`config.mk`:
```
export PLATFORM = sky130hd
export DESIGN_NAME = multislice_sequential_adder
export DESIGN_NICKNAME = d
export VERILOG_FILES = /design/src/rtl/multislice_sequential_adder.sv
export SDC_FILE = /design/constraint.sdc
export NUM_CORES = 1
export LEC_CHECK = 0
export ABC_AREA = 1
export CORE_MARGIN = 2
export CORE_UTILIZATION = 50
export DETAILED_ROUTE_END_ITERATION = 7
export GPL_TIMING_DRIVEN = 0
export HOLD_SLACK_MARGIN = 0.03
export PLACE_DENSITY_LB_ADDON = 0.2
export SKIP_LAST_GASP = 1
export SYNTH_ARGS = -nofsm -noshare
export SYNTH_HDL_FRONTEND = slang
export SYNTH_SLANG_ARGS = --single-unit
export TNS_END_PERCENT = 20
```
`constraint.sdc`:
```
create_clock -name clk -period 6.3 [get_ports clk]
set_clock_uncertainty 0.2 [all_clocks]
set_input_delay 1.26 -clock clk [delete_from_list [all_inputs] [get_ports clk]]
set_output_delay 1.26 -clock clk [all_outputs]
set_load 0.02 [all_outputs]
```
`src/rtl/multislice_sequential_adder.sv`:
```
// multislice_sequential_adder: wide unsigned adder that reuses one CLA slice per cycle, LSB slice first.
module behave_4bit_carry_lookahead_adder_parameter #(
  parameter int WIDTH = 4
) (
  input  logic [WIDTH-1:0] A,
  input  logic [WIDTH-1:0] B,
  input  logic             Cin,
  output logic [WIDTH-1:0] Sum,
  output logic             Cout
);
  logic [WIDTH-1:0] w_g, w_p;
  logic [WIDTH:0]   w_c;
  assign w_g = A & B;
  assign w_p = A ^ B;
  always_comb begin
    w_c[0] = Cin;
    for (int i = 0; i < WIDTH; i++) w_c[i+1] = w_g[i] | (w_p[i] & w_c[i]);
  end
  assign Sum  = w_p ^ w_c[WIDTH-1:0];
  assign Cout = w_c[WIDTH];
endmodule

module multislice_sequential_adder #(
  parameter int SLICE_W    = 8,
  parameter int NUM_SLICES = 4
) (
  input  logic                          clk,
  input  logic                          rst_n,
  input  logic                          start,
  input  logic [SLICE_W*NUM_SLICES-1:0] A,
  input  logic [SLICE_W*NUM_SLICES-1:0] B,
  input  logic                          Cin,
  output logic                          busy,
  output logic                          done,
  output logic [SLICE_W*NUM_SLICES-1:0] Sum,
  output logic                          Cout
);
  localparam int TOTAL_W = SLICE_W * NUM_SLICES;
  localparam int CW = NUM_SLICES > 1 ? $clog2(NUM_SLICES) : 1;
  localparam logic [CW-1:0] LAST = CW'(NUM_SLICES - 1);
  typedef enum logic [1:0] {IDLE, RUN, DONE} state_t;
  state_t             r_state, w_next;
  logic [TOTAL_W-1:0] r_opa, r_opb, r_acc, w_acc;
  logic               r_carry, w_cout;
  logic [CW-1:0]      r_cnt;
  logic [SLICE_W-1:0] w_sum;
  behave_4bit_carry_lookahead_adder_parameter #(.WIDTH(SLICE_W)) u_slice (
    .A(r_opa[SLICE_W-1:0]),
    .B(r_opb[SLICE_W-1:0]),
    .Cin(r_carry),
    .Sum(w_sum),
    .Cout(w_cout)
  );
  // accumulator with the current slice merged in, so the final edge can publish it directly
  always_comb begin
    w_acc = r_acc;
    w_acc[r_cnt*SLICE_W +: SLICE_W] = w_sum;
  end
  always_comb begin
    w_next = r_state == IDLE ? (start ? RUN : IDLE) :
             r_state == RUN  ? (r_cnt == LAST ? DONE : RUN) : IDLE;
  end
  always_ff @(posedge clk or negedge rst_n) begin
    if (!rst_n) r_state <= IDLE;
    else r_state <= w_next;
  end
  always_ff @(posedge clk or negedge rst_n) begin
    if (!rst_n) begin
      r_opa   <= '0;
      r_opb   <= '0;
      r_acc   <= '0;
      r_carry <= 1'b0;
      r_cnt   <= '0;
      Sum     <= '0;
      Cout    <= 1'b0;
    end else if (r_state == IDLE && start) begin
      r_opa   <= A;
      r_opb   <= B;
      r_carry <= Cin;
      r_cnt   <= '0;
    end else if (r_state == RUN) begin
      r_acc   <= w_acc;
      r_carry <= w_cout;
      r_opa   <= r_opa >> SLICE_W;
      r_opb   <= r_opb >> SLICE_W;
      r_cnt   <= r_cnt == LAST ? r_cnt : r_cnt + 1'b1;
      if (r_cnt == LAST) begin
        Sum  <= w_acc;
        Cout <= w_cout;
      end
    end
  end
  assign busy = r_state != IDLE;
  assign done = r_state == DONE;
endmodule

```
==> metrics.md, run 1 <==
| Metric | Value |
|---|---|
| Via-to-Cell Ratio | 5.04 |
| Hold crit path type | reg -> reg |
| Peak supply drop | 0.242 mV |
| Post-layout nets | 985 |
| Die Width | 115 um |
| Most frequent cell after synthesis | nand2_1 |
| Placement row count | 40 |
| P_int | 0.00238 W |
| Synth warnings | 0 |
| Cts bufs inserted | 17 |
| Combinational Power Share | 41.0% |
| Clk sink count | 134 |
| Sequential share of the synthesized area | 54.4% |
| Die Y | 115 um |
| Routability cong. | 0.907 |
| Final hold viol count | 0 |
| CP Data Required Time | 6.41 ns |
| Post-cts resize count | 0 |
| Synthesized cell area | 6160 um^2 |
| Largest buffer count on any clock path | 2 |
| Max-cap violations | 0 |
| DRT antenna net count | 0 |
| Post-DR wirelength/cell | 13.8 um |
| Layout cell share with drive strength beyond 1 | 7.53% |
| Sw Share | 39.7% |
| Clock Latency Late Sink | 0.42 ns |
| First-pass GRT wire length | 25,000 um |
| Core footprint | 12,000 um^2 |
| Synth Register Bits | 134 |
| Hold_ws | 0.275 ns |
| Pwr Total | 0.00395 W |
| Synth area leader | dfrtp_1 |
| Post-synth top cells | nand2_1, dfrtp_1, nand3_1 |
| Post-DP HPWL | 10,600 um |
| # IOs | 103 |
| Synth Instances | 781 |
| Ys flop type | dfrtp_1 |
| Crit path launch | r_opa[0]$_DFFE_PN0P_ |
| Slew @ Worst Pin | 0.485 ns |
| Clock share of power | 25.0% |
| H-Tree Depth | 4 |
| GRT Total Usage | 24.2% |
| CP Max Fanout | 3 |
| Post-synth net total | 863 |
| CP Class | reg -> reg |
| Initial Utilization | 51.3% |
| Async SR Flop Fraction | 100% |
| Unrepaired setup endpoints after global routing | no |
| GRT Residual Overflow | 0 |
| Relative slew slack | 67.6% |
| Initial antenna violation count | 0 |
| Clock slew at reported path FFs | 0.06 ns |
| Final Setup Violations | 0 |
| IO Port Bufs | 102 |
| Crit path DAT | 4.36 ns |
| Detailed router's first-iteration violation count | 316 |
| DRT Pass-1 Iters | 7 |
| Synth top area share | 54.4% |
| Post-CTS setup repair buffer count | 0 |
| Number of flops mapped to enable cells by yosys | 0 |
| Hold_sp | Sum[11]$_DFFE_PN0P_ |
| NetSw | 0.00157 W |
| Cell Pwr Density | 494 nW/um^2 |
| Ant diodes | 0 |
| R2R Path Start | r_opa[0]$_DFFE_PN0P_ |
| CTS hold repair buffers | 0 |
| Fmax | 236 MHz |
| Period utilization | 67.4% |
| Mean post-synth cell area | 7.89 um^2 |
| Seq pwr share | 33.9% |
| Final Max Tran Viols | 0 |
| Leak Pwr | 4.23 nW |
| Area Overhead vs Synth | 29.7% |
| Largest net degree at the start of global routing | 95 |
| Outcome | complete, no violations |
| Top cells by area, synth | dfrtp_1, nand2_1, nand3_1 |
| Tmin final | 4.25 ns |
| CP endpoint kind | flop |
| Vias | 5,358 |
| Routed WL | 14,700 um |
| Vias in the first global route | 5,389 |
| Drt drc | 0 |
| Die area | 13,200 um^2 |
| Crit path launch type | flop |
| CTS tree | yes |
| Distinct cells, synth | 17 |
| Clk root buf | clkbuf_16 |
-- worst max-delay path, stage by stage, from the launching register on --
cell and delay, ns:
dfrtp_1 0.40, fa_1 0.21, inv_1 0.05, fa_1 0.39, fa_1 0.39, fa_1 0.39
fa_1 0.39, fa_1 0.39, fa_1 0.37, inv_1 0.08, fa_1 0.47, nand3_1 0.14
o21bai_1 0.13, nand2_1 0.09, nand2_1 0.05
-- routing by layer --
layer  track usage (%)  vias to the layer above  routed length [um]
li1                  -                     2639                   -
met2              39.9                      178                7140
met3              5.06                       29                 826
met5                 0                        -                   0
met4              10.1                        0                 385
met1              31.4                     2512                6360
-- path summary, 6_finish.rpt --
check                                             end  cells after the start  slack [ns]
worst max-delay path            r_acc[31]$_DFFE_PN0P_                     14        2.05
worst min-delay path              Sum[11]$_DFFE_PN0P_                      2        0.27
worst max register to register  r_acc[31]$_DFFE_PN0P_                     14        2.05
worst min register to register    Sum[11]$_DFFE_PN0P_                      2        0.27
max in group asynchronous       r_opb[12]$_DFFE_PN0P_                      2        4.56
min in group asynchronous          Sum[5]$_DFFE_PN0P_                      1        0.55
-- cells by family after synthesis --
family / synth area share (%)
flip-flops: 54.4
AO/OA/AOI/OAI: 1.38
buffers and inverters: 5.63
adder cells (fa/ha/maj): 3.82
AND/OR/NAND/NOR: 34.7
-- final cells by class --
type                            instances  area [um^2]
Fill cell                            1033         4020
Clock buffer                           23          498
Clock inverter                          9         97.6
Inverter                               43          161
Sequential cell                       134         3350
Buffer                                 35          185
Multi-Input combinational cell        569         2460
Tap cell                              147          184
Timing Repair Buffer                  103         1050
-- state kept, by name, indices dropped and copies added (netlist names) --
| signal | count |
|---|---|
| Cout | 1 |
| r_opa | 32 |
| r_acc | 32 |
| r_state | 2 |
| r_opb | 32 |
| r_carry | 1 |
| r_cnt | 2 |
| Sum | 32 |
-- placed cells by master (no fill, tap or decap) --
cell,n
o21ai_1,1
clkdlybuf4s50_1,101
nand2_1,445
clkinvlp_4,1
nor2_1,18
clkbuf_8,5
o21bai_1,6
inv_1,40
dfrtp_1,134
buf_4,6
nand3_1,77
nand2_2,1
clkbuf_16,17
clkbuf_1,5
clkinv_2,6
nand2_4,1
buf_6,1
buf_16,1
fa_1,8
inv_2,3
buf_2,25
o211ai_1,2
o21ai_0,4
bufinv_16,2
ha_1,6
-- metrics by stage --
step / util [%] / cells / cell area (um^2) / setup WS, ns / TNS (ns)
5_1_grt: 66.5 / 1063 / 7990 / 1.87 / 0
2_1_floorplan: - / 781 / 6160 / 2.41 / 0
3_3_place_gp: 61.3 / 1030 / 7370 / -1.34 / -178.01
6_report: 66.5 / 1063 / 7990 / 2.05 / 0
4_1_cts: 66.5 / 1063 / 7990 / 2.07 / 0
3_5_place_dp: 61.6 / 1031 / 7390 / 2.08 / 0
-- power by group through the flow --
stage	sequential [W]	clock (W)	combinational (W)
final	0.00134	0.000989	0.00162
after global routing	0.00138	0.00103	0.00182
after floorplan	0.00142	0	0.000941
after CTS	0.00134	0.000996	0.00163
after global placement	0.00134	0	0.00157
after detailed placement	0.00135	0	0.00161
No activity file was read; power rests on OpenSTA's default activity.
==> run 2, diff against run 1 <==
--- a/config.mk
+++ b/config.mk
@@ -7,7 +7,7 @@
 export LEC_CHECK = 0
 export ABC_AREA = 1
 export CORE_MARGIN = 2
-export CORE_UTILIZATION = 50
+export CORE_UTILIZATION = 48
 export DETAILED_ROUTE_END_ITERATION = 7
 export GPL_TIMING_DRIVEN = 0
 export HOLD_SLACK_MARGIN = 0.03
==> constraint.sdc (replaced) <==
create_clock -name clk -period 3.7 [get_ports clk]
set_clock_uncertainty 0.2 [all_clocks]
set_input_delay 0.74 -clock clk [delete_from_list [all_inputs] [get_ports clk]]
set_output_delay 0.74 -clock clk [all_outputs]
set_load 0.02 [all_outputs]
==> metrics.md, run 2 (synthesized netlist as in run 1, its figures left out) <==
| Metric | Value |
|---|---|
| Hold crit path type | in -> async |
| Fmax | 256 MHz |
| CP Data Required Time | 3.81 ns |
| H-Tree Depth | 4 |
| Post-layout nets | 985 |
| R2R Path Start | r_opa[0]$_DFFE_PN0P_ |
| Clk sink count | 134 |
| Unrepaired setup endpoints after global routing | yes |
| CP Max Fanout | 3 |
| Outcome | finished, violations left |
| Relative slew slack | 65.5% |
| GRT Residual Overflow | 0 |
| Die Y | 117 um |
| Clock slew at reported path FFs | 0.05 ns |
| CP Class | reg -> reg |
| # IOs | 103 |
| DP Cell Count | 1,056 |
| Via-to-Cell Ratio | 4.83 |
| Routability cong. | 0.861 |
| Post-DR wirelength/cell | 13.2 um |
| Peak supply drop | 0.424 mV |
| Crit-path cells | fa_1 -> inv_1 -> fa_2 -> fa_2 -> fa_2 -> fa_2 -> fa_2 -> fa_2 -> inv_2 -> fa_2 -> nand3_2 -> o21bai_2 -> nand2_1 -> nand2_1 |
| Fin Setup TNS | -1.69 ns |
| Leak Pwr | 4.21 nW |
| Fill cells | 1,132 |
| Die Width | 117 um |
| Slowest CP cell | fa_2 |
| CP endpoint kind | flop |
| Cell Pwr Density | 826 nW/um^2 |
| IO Port Bufs | 102 |
| Violated checks | setup timing |
| Vias | 5,233 |
| Initial antenna violation count | 0 |
| Largest buffer count on any clock path | 2 |
| Slew @ Worst Pin | 0.517 ns |
| Reg2reg end | Sum[31]$_DFFE_PN0P_ |
| DRT antenna net count | 0 |
| Post-DP HPWL | 10,400 um |
| CTS tree | yes |
| Final Setup Violations | 14 |
| First-pass GRT wire length | 24,000 um |
| Pwr Total | 0.00661 W |
| Top cell by count, worst path | fa_2 |
| Largest net degree at the start of global routing | 81 |
| Die area | 13,800 um^2 |
| Routed WL | 14,300 um |
| Max-cap violations | 0 |
| Area Overhead vs Synth | 29.8% |
| Drt drc | 0 |
| Core footprint | 12,600 um^2 |
| CP bufs+invs | 2 |
| Delay-heaviest family, CP | adder cells |
| Worst path depth | 14 |
| Final worst setup slack | -0.204 ns |
| Crit path launch type | flop |
| Tmin final | 3.90 ns |
| Final cell count without fillers | 1,084 |
| Place WS | -0.280 ns |
| GRT Total Usage | 22.9% |
| Crit path DAT | 4.01 ns |
| Crit path launch | r_opa[0]$_DFFE_PN0P_ |
| Final hold viol count | 0 |
| Vias in the first global route | 5,106 |
| DRT Pass-1 Iters | 7 |
| Detailed router's first-iteration violation count | 344 |
| Post-CTS setup repair buffer count | 0 |
| Clk root buf | clkbuf_16 |
| Period utilization | 106% |
| Most common cell after layout, fill and taps aside | nand2_1 |
| Placement row count | 41 |
| CP max stage delay | 0.46 ns |
| Most frequent cells in the layout | nand2_1, dfrtp_1, clkdlybuf4s50_1 |
| FF-to-FF path depth | 14 |
| Clock Latency Late Sink | 0.42 ns |
| Initial Utilization | 49.0% |
| Ant diodes | 0 |
| Layout cell share with drive strength beyond 1 | 8.22% |
| Final Max Tran Viols | 0 |
| R2R setup slack | -0.20 ns |
| Cts bufs inserted | 17 |
-- run 2: changes by cell type in the layout (fill, tap and decap cells not counted) --
| cell | delta |
|---|---|
| fa_1 | -7 |
| o21bai_2 | +2 |
| nand2_1 | -1 |
| nand3_2 | +1 |
| bufinv_16 | -1 |
| nand2_2 | +1 |
| clkinv_2 | -4 |
| fa_2 | +7 |
| o21bai_1 | -2 |
| inv_1 | -1 |
| inv_2 | +1 |
| clkbuf_8 | -1 |
| clkbuf_1 | +2 |
| nand3_1 | -1 |
-- run 2: worst max path at each step --
| stage | endpoint |
|---|---|
| finish | Sum[31]$_DFFE_PN0P_ |
| global route | Sum[15]$_DFFE_PN0P_ |
| CTS | Sum[31]$_DFFE_PN0P_ |
| detailed placement | Sum[31]$_DFFE_PN0P_ |
| global placement | Sum[29]$_DFFE_PN0P_ |
| floorplan | r_acc[31]$_DFFE_PN0P_ |
-- run 2: per-layer routing --
| metal | GRT usage [%] | up-vias | share of wire, % |
|---|---|---|---|
| met4 | 9.80 | 0 | 2.7 |
| li1 | - | 2634 | - |
| met3 | 5.51 | 26 | 5.0 |
| met5 | 0 | - | 0 |
| met2 | 36.0 | 143 | 47 |
| met1 | 30.5 | 2430 | 46 |
-- run 2: stage by stage --
stage,instance area (um^2),utilization (%),hold slack [ns]
global route,8000,63.6,0.108
global placement,7410,59.0,0.262
CTS,8000,63.6,0.0869
detailed placement,7440,59.2,0.264
floorplan,6170,-,0.244
finish,8000,63.6,0.0811
-- run 2: worst register-to-register path, stage by stage, from the launching register on --
cell and delay [ns]:
dfrtp_1 0.39, fa_1 0.19, inv_1 0.05, fa_2 0.36, fa_2 0.37, fa_2 0.34, fa_2 0.35, fa_2 0.35
fa_2 0.34, inv_2 0.07, fa_2 0.46, nand3_2 0.11, o21bai_2 0.09, nand2_1 0.08, nand2_1 0.05
-- run 2: layout make-up --
cell class / instances / area, um^2 / area share (%)
clock inverters: 4 / 47.5 / 0.594
repair buffers: 103 / 1050 / 13.1
clock buffers: 24 / 492 / 6.15
flip-flops and latches: 134 / 3350 / 41.9
inverters: 43 / 161 / 2.02
plain buffers: 35 / 185 / 2.32
well taps: 172 / 215 / 2.69
multi-input cells: 569 / 2490 / 31.2
-- run 2: timing repair --
item                                    CTS  global route
resized for setup                         5             2
pin swaps                                 1             1
hold buffers                              0             0
endpoints found under the setup margin   14            14
-- run 2: power breakdown --
| part | switching, W | total, W | leakage [nW] | internal (W) |
|---|---|---|---|---|
| Combinational | 0.00176 | 0.00278 | 2.15 | 0.00103 |
| Clock | 0.000580 | 0.00156 | 0.264 | 0.000976 |
| Sequential | 0.000280 | 0.00227 | 1.79 | 0.00199 |
| Total | 0.00262 | 0.00661 | 4.21 | 0.00399 |
==> RTL edit, RTL diff (settings of run 2) <==
Re-encode `state_t` (3 states) as one-hot, 3 bits wide.
--- a/src/rtl/multislice_sequential_adder.sv
+++ b/src/rtl/multislice_sequential_adder.sv
@@ -38,7 +38,7 @@
   localparam int TOTAL_W = SLICE_W * NUM_SLICES;
   localparam int CW = NUM_SLICES > 1 ? $clog2(NUM_SLICES) : 1;
   localparam logic [CW-1:0] LAST = CW'(NUM_SLICES - 1);
-  typedef enum logic [1:0] {IDLE, RUN, DONE} state_t;
+  typedef enum logic [2:0] {IDLE = 3'b001, RUN = 3'b010, DONE = 3'b100} state_t;
   state_t             r_state, w_next;
   logic [TOTAL_W-1:0] r_opa, r_opb, r_acc, w_acc;
   logic               r_carry, w_cout;
Check against the original RTL: no difference found for any inputs over 10 cycles, from zero or initial values and one cycle with rst_n low; not proved beyond that.
==> RTL edit against run 2 <==
The run still ends with setup timing left; routed wire length increased by 19%; via count increased by 11%; synthesized area up 2.1%; sequential share of layout area decreased by 3.0 points; total power down 5.1%; cell area grew 2.8%; cell count up 0.18%; sequential cell count fell by 6; setup slack better by 0.0075 ns; critical path type unchanged.
==> RTL edit: results (changes against run 2) <==
outcome: "finished with violations"  # unchanged
violations: "setup timing"  # unchanged
place_congestion: 0.908  # was 0.861
dp.cells: 1053  # was 1,056
insertedDiodeCount: 0  # unchanged
synth_enable_flop_cells: 0  # unchanged
hold_class: "primary input to async pin"  # unchanged
cts_root_buffer: "clkbuf_16"  # unchanged
p_sw_mw: 2.37  # was 2.62 mW
fill_cells: 1145  # was 1,132
routed_wl_um: 16900  # was 14,300 um
antenna_found_initial: 0  # unchanged
synth_nets: 860  # was 863
leakagePower_nw: 4.10  # was 4.21 nW
grt_pass1_wl_um: 27900  # was 24,000 um
grt_usage_pct: 25.2  # was 22.9%
synth_top_cells_by_area: "dfrtp_1 51%, nand2_1 17%, nand3_1 9.5%"  # was dfrtp_1 54%, nand2_1 27%, nand3_1 6.3%
yosysUniqueCellTypes: 25  # was 17
setup_ws_ns: -0.196  # was -0.204 ns
clk_latency_ns: 0.43
first_pass_iters: 5  # was 7
cts_buffers: 17  # unchanged
via_per_inst: 5.37  # was 4.83
cp_slowest_stage_delay_ns: 0.48  # was 0.46 ns
top_regs: "Sum (32), r_opa (32), r_opb (32)"
grt_max_degree: 73  # was 81
clk_pin_slew_ns: 0.05  # about the same
layout-drive-gt1-share_pct: 10.4  # was 8.22%
ctsLongestPathBuffers: 2  # unchanged
postPlaceCellArea_um2: 7560  # was 7440 um^2
ys_warn_count: 0  # unchanged
slew_headroom_pct: 65.0  # was 65.5%
h-tree-depth: 4  # unchanged
io_buffers: 101  # was 102
cp.arrival_ns: 4.00  # was 4.01 ns
ys_seq_area_share_pct: 50.9  # was 54.4%
synth_ff_type: "dfrtp_1"  # unchanged
nets: 982  # was 985
async_flop_share_pct: 100  # unchanged
synth_common_cells: "284 x nand2_1, 127 x dfrtp_1, 120 x nand3_1"  # was 445 x nand2_1, 134 x dfrtp_1, 77 x nand3_1
wl_per_cell_um: 15.6  # was 13.2 um
first_global_vias: 5896  # was 5,106
max-vdd-ir-drop_uv: 355  # was 424 uV
hpwl_um: 12300  # was 10,400 um
avgSynthCellArea_um2: 8.08  # was 7.89 um^2
drt_iter0_drc: 426  # was 344
setup_violations: 10  # was 14
critPathSlowestCell: "fa_2"  # unchanged
cp_max_fo: 3  # unchanged
## RTL edit: layout make-up
cell class	count	area [um^2]	share of cell area (%)
sequential	128	3200	39.0
multi-input combinational	532	2620	31.8
timing repair buffer	103	1050	12.7
clock buffer	22	474	5.77
buffer	57	274	3.33
inverter	62	233	2.83
tap	172	215	2.62
clock inverter	10	159	1.93
## RTL edit: timing repair
action                                  CTS  global route
resized for setup                         9             2
setup buffers                             1             0
endpoints found under the setup margin   10            15
cloned                                    0             0
hold buffers                              0             0
pin swaps                                 2             3
## RTL edit: cell families after synthesis
| group | share of synthesized area [%] |
|---|---|
| DFF | 50.9 |
| adders and majority gates | 3.54 |
| and+or+nand+nor | 35.1 |
| AOI/OAI and AO/OA | 2.33 |
| buffers and inverters | 8.05 |
## RTL edit: path summary, 6_finish.rpt
check | slack [ns] | endpoint | from | cells after the start
min | 0.08 | r_acc[19]$_DFFE_PN0P_ | rst_n | 1
min reg2reg | 0.28 | Cout$_DFFE_PN0P_ | Cout$_DFFE_PN0P_ | 2
max in group asynchronous | 2.49 | r_state[0]$_DFF_PN1_ | rst_n | 2
max reg2reg | -0.20 | Sum[7]$_DFFE_PN0P_ | r_opa[0]$_DFFE_PN0P_ | 14
min in group clk | 0.28 | Cout$_DFFE_PN0P_ | Cout$_DFFE_PN0P_ | 2
max | -0.20 | Sum[7]$_DFFE_PN0P_ | r_opa[0]$_DFFE_PN0P_ | 14
## RTL edit: power groups by stage
stage / clock network [mW] / logic, mW / registers [mW]
floorplan: 0 / 1.57 / 2.08
global placement: 0 / 2.21 / 2.11
detailed placement: 0 / 2.29 / 2.13
CTS: 1.81 / 2.35 / 2.11
global route: 1.87 / 2.64 / 2.16
finish: 1.80 / 2.36 / 2.11
## RTL edit: routing by layer
layer | track usage, % | vias to the layer above | part of all wire (%)
met4 | 12.4 | 0 | 3.6
met3 | 5.21 | 42 | 5.8
met1 | 30.5 | 2767 | 41
met2 | 42.8 | 226 | 50
met5 | 0 | - | 0
li1 | - | 2798 | -
## RTL edit: per-stage QoR
stage          utilization [%]  hold slack [ns]  power (mW)  setup slack, ns  setup TNS, ns
2_1_floorplan                -            0.244        3.65          -0.0277         -0.136
3_3_place_gp              59.2            0.261        4.32            -3.13        -399.18
3_5_place_dp              59.4            0.264        4.41           -0.316          -2.53
4_1_cts                   64.6           0.0932        6.27           -0.198          -1.73
5_1_grt                   64.7            0.120        6.67           -0.345          -3.47
6_report                  64.7           0.0818        6.27           -0.196          -1.72
## RTL edit: critical path, delay by kind of cell, from the launching register on
kind          cells  cell delay (ns)
fa+ha+maj         8             2.77
buf+inv           2             0.10
flops             1             0.39
simple gates      4             0.31
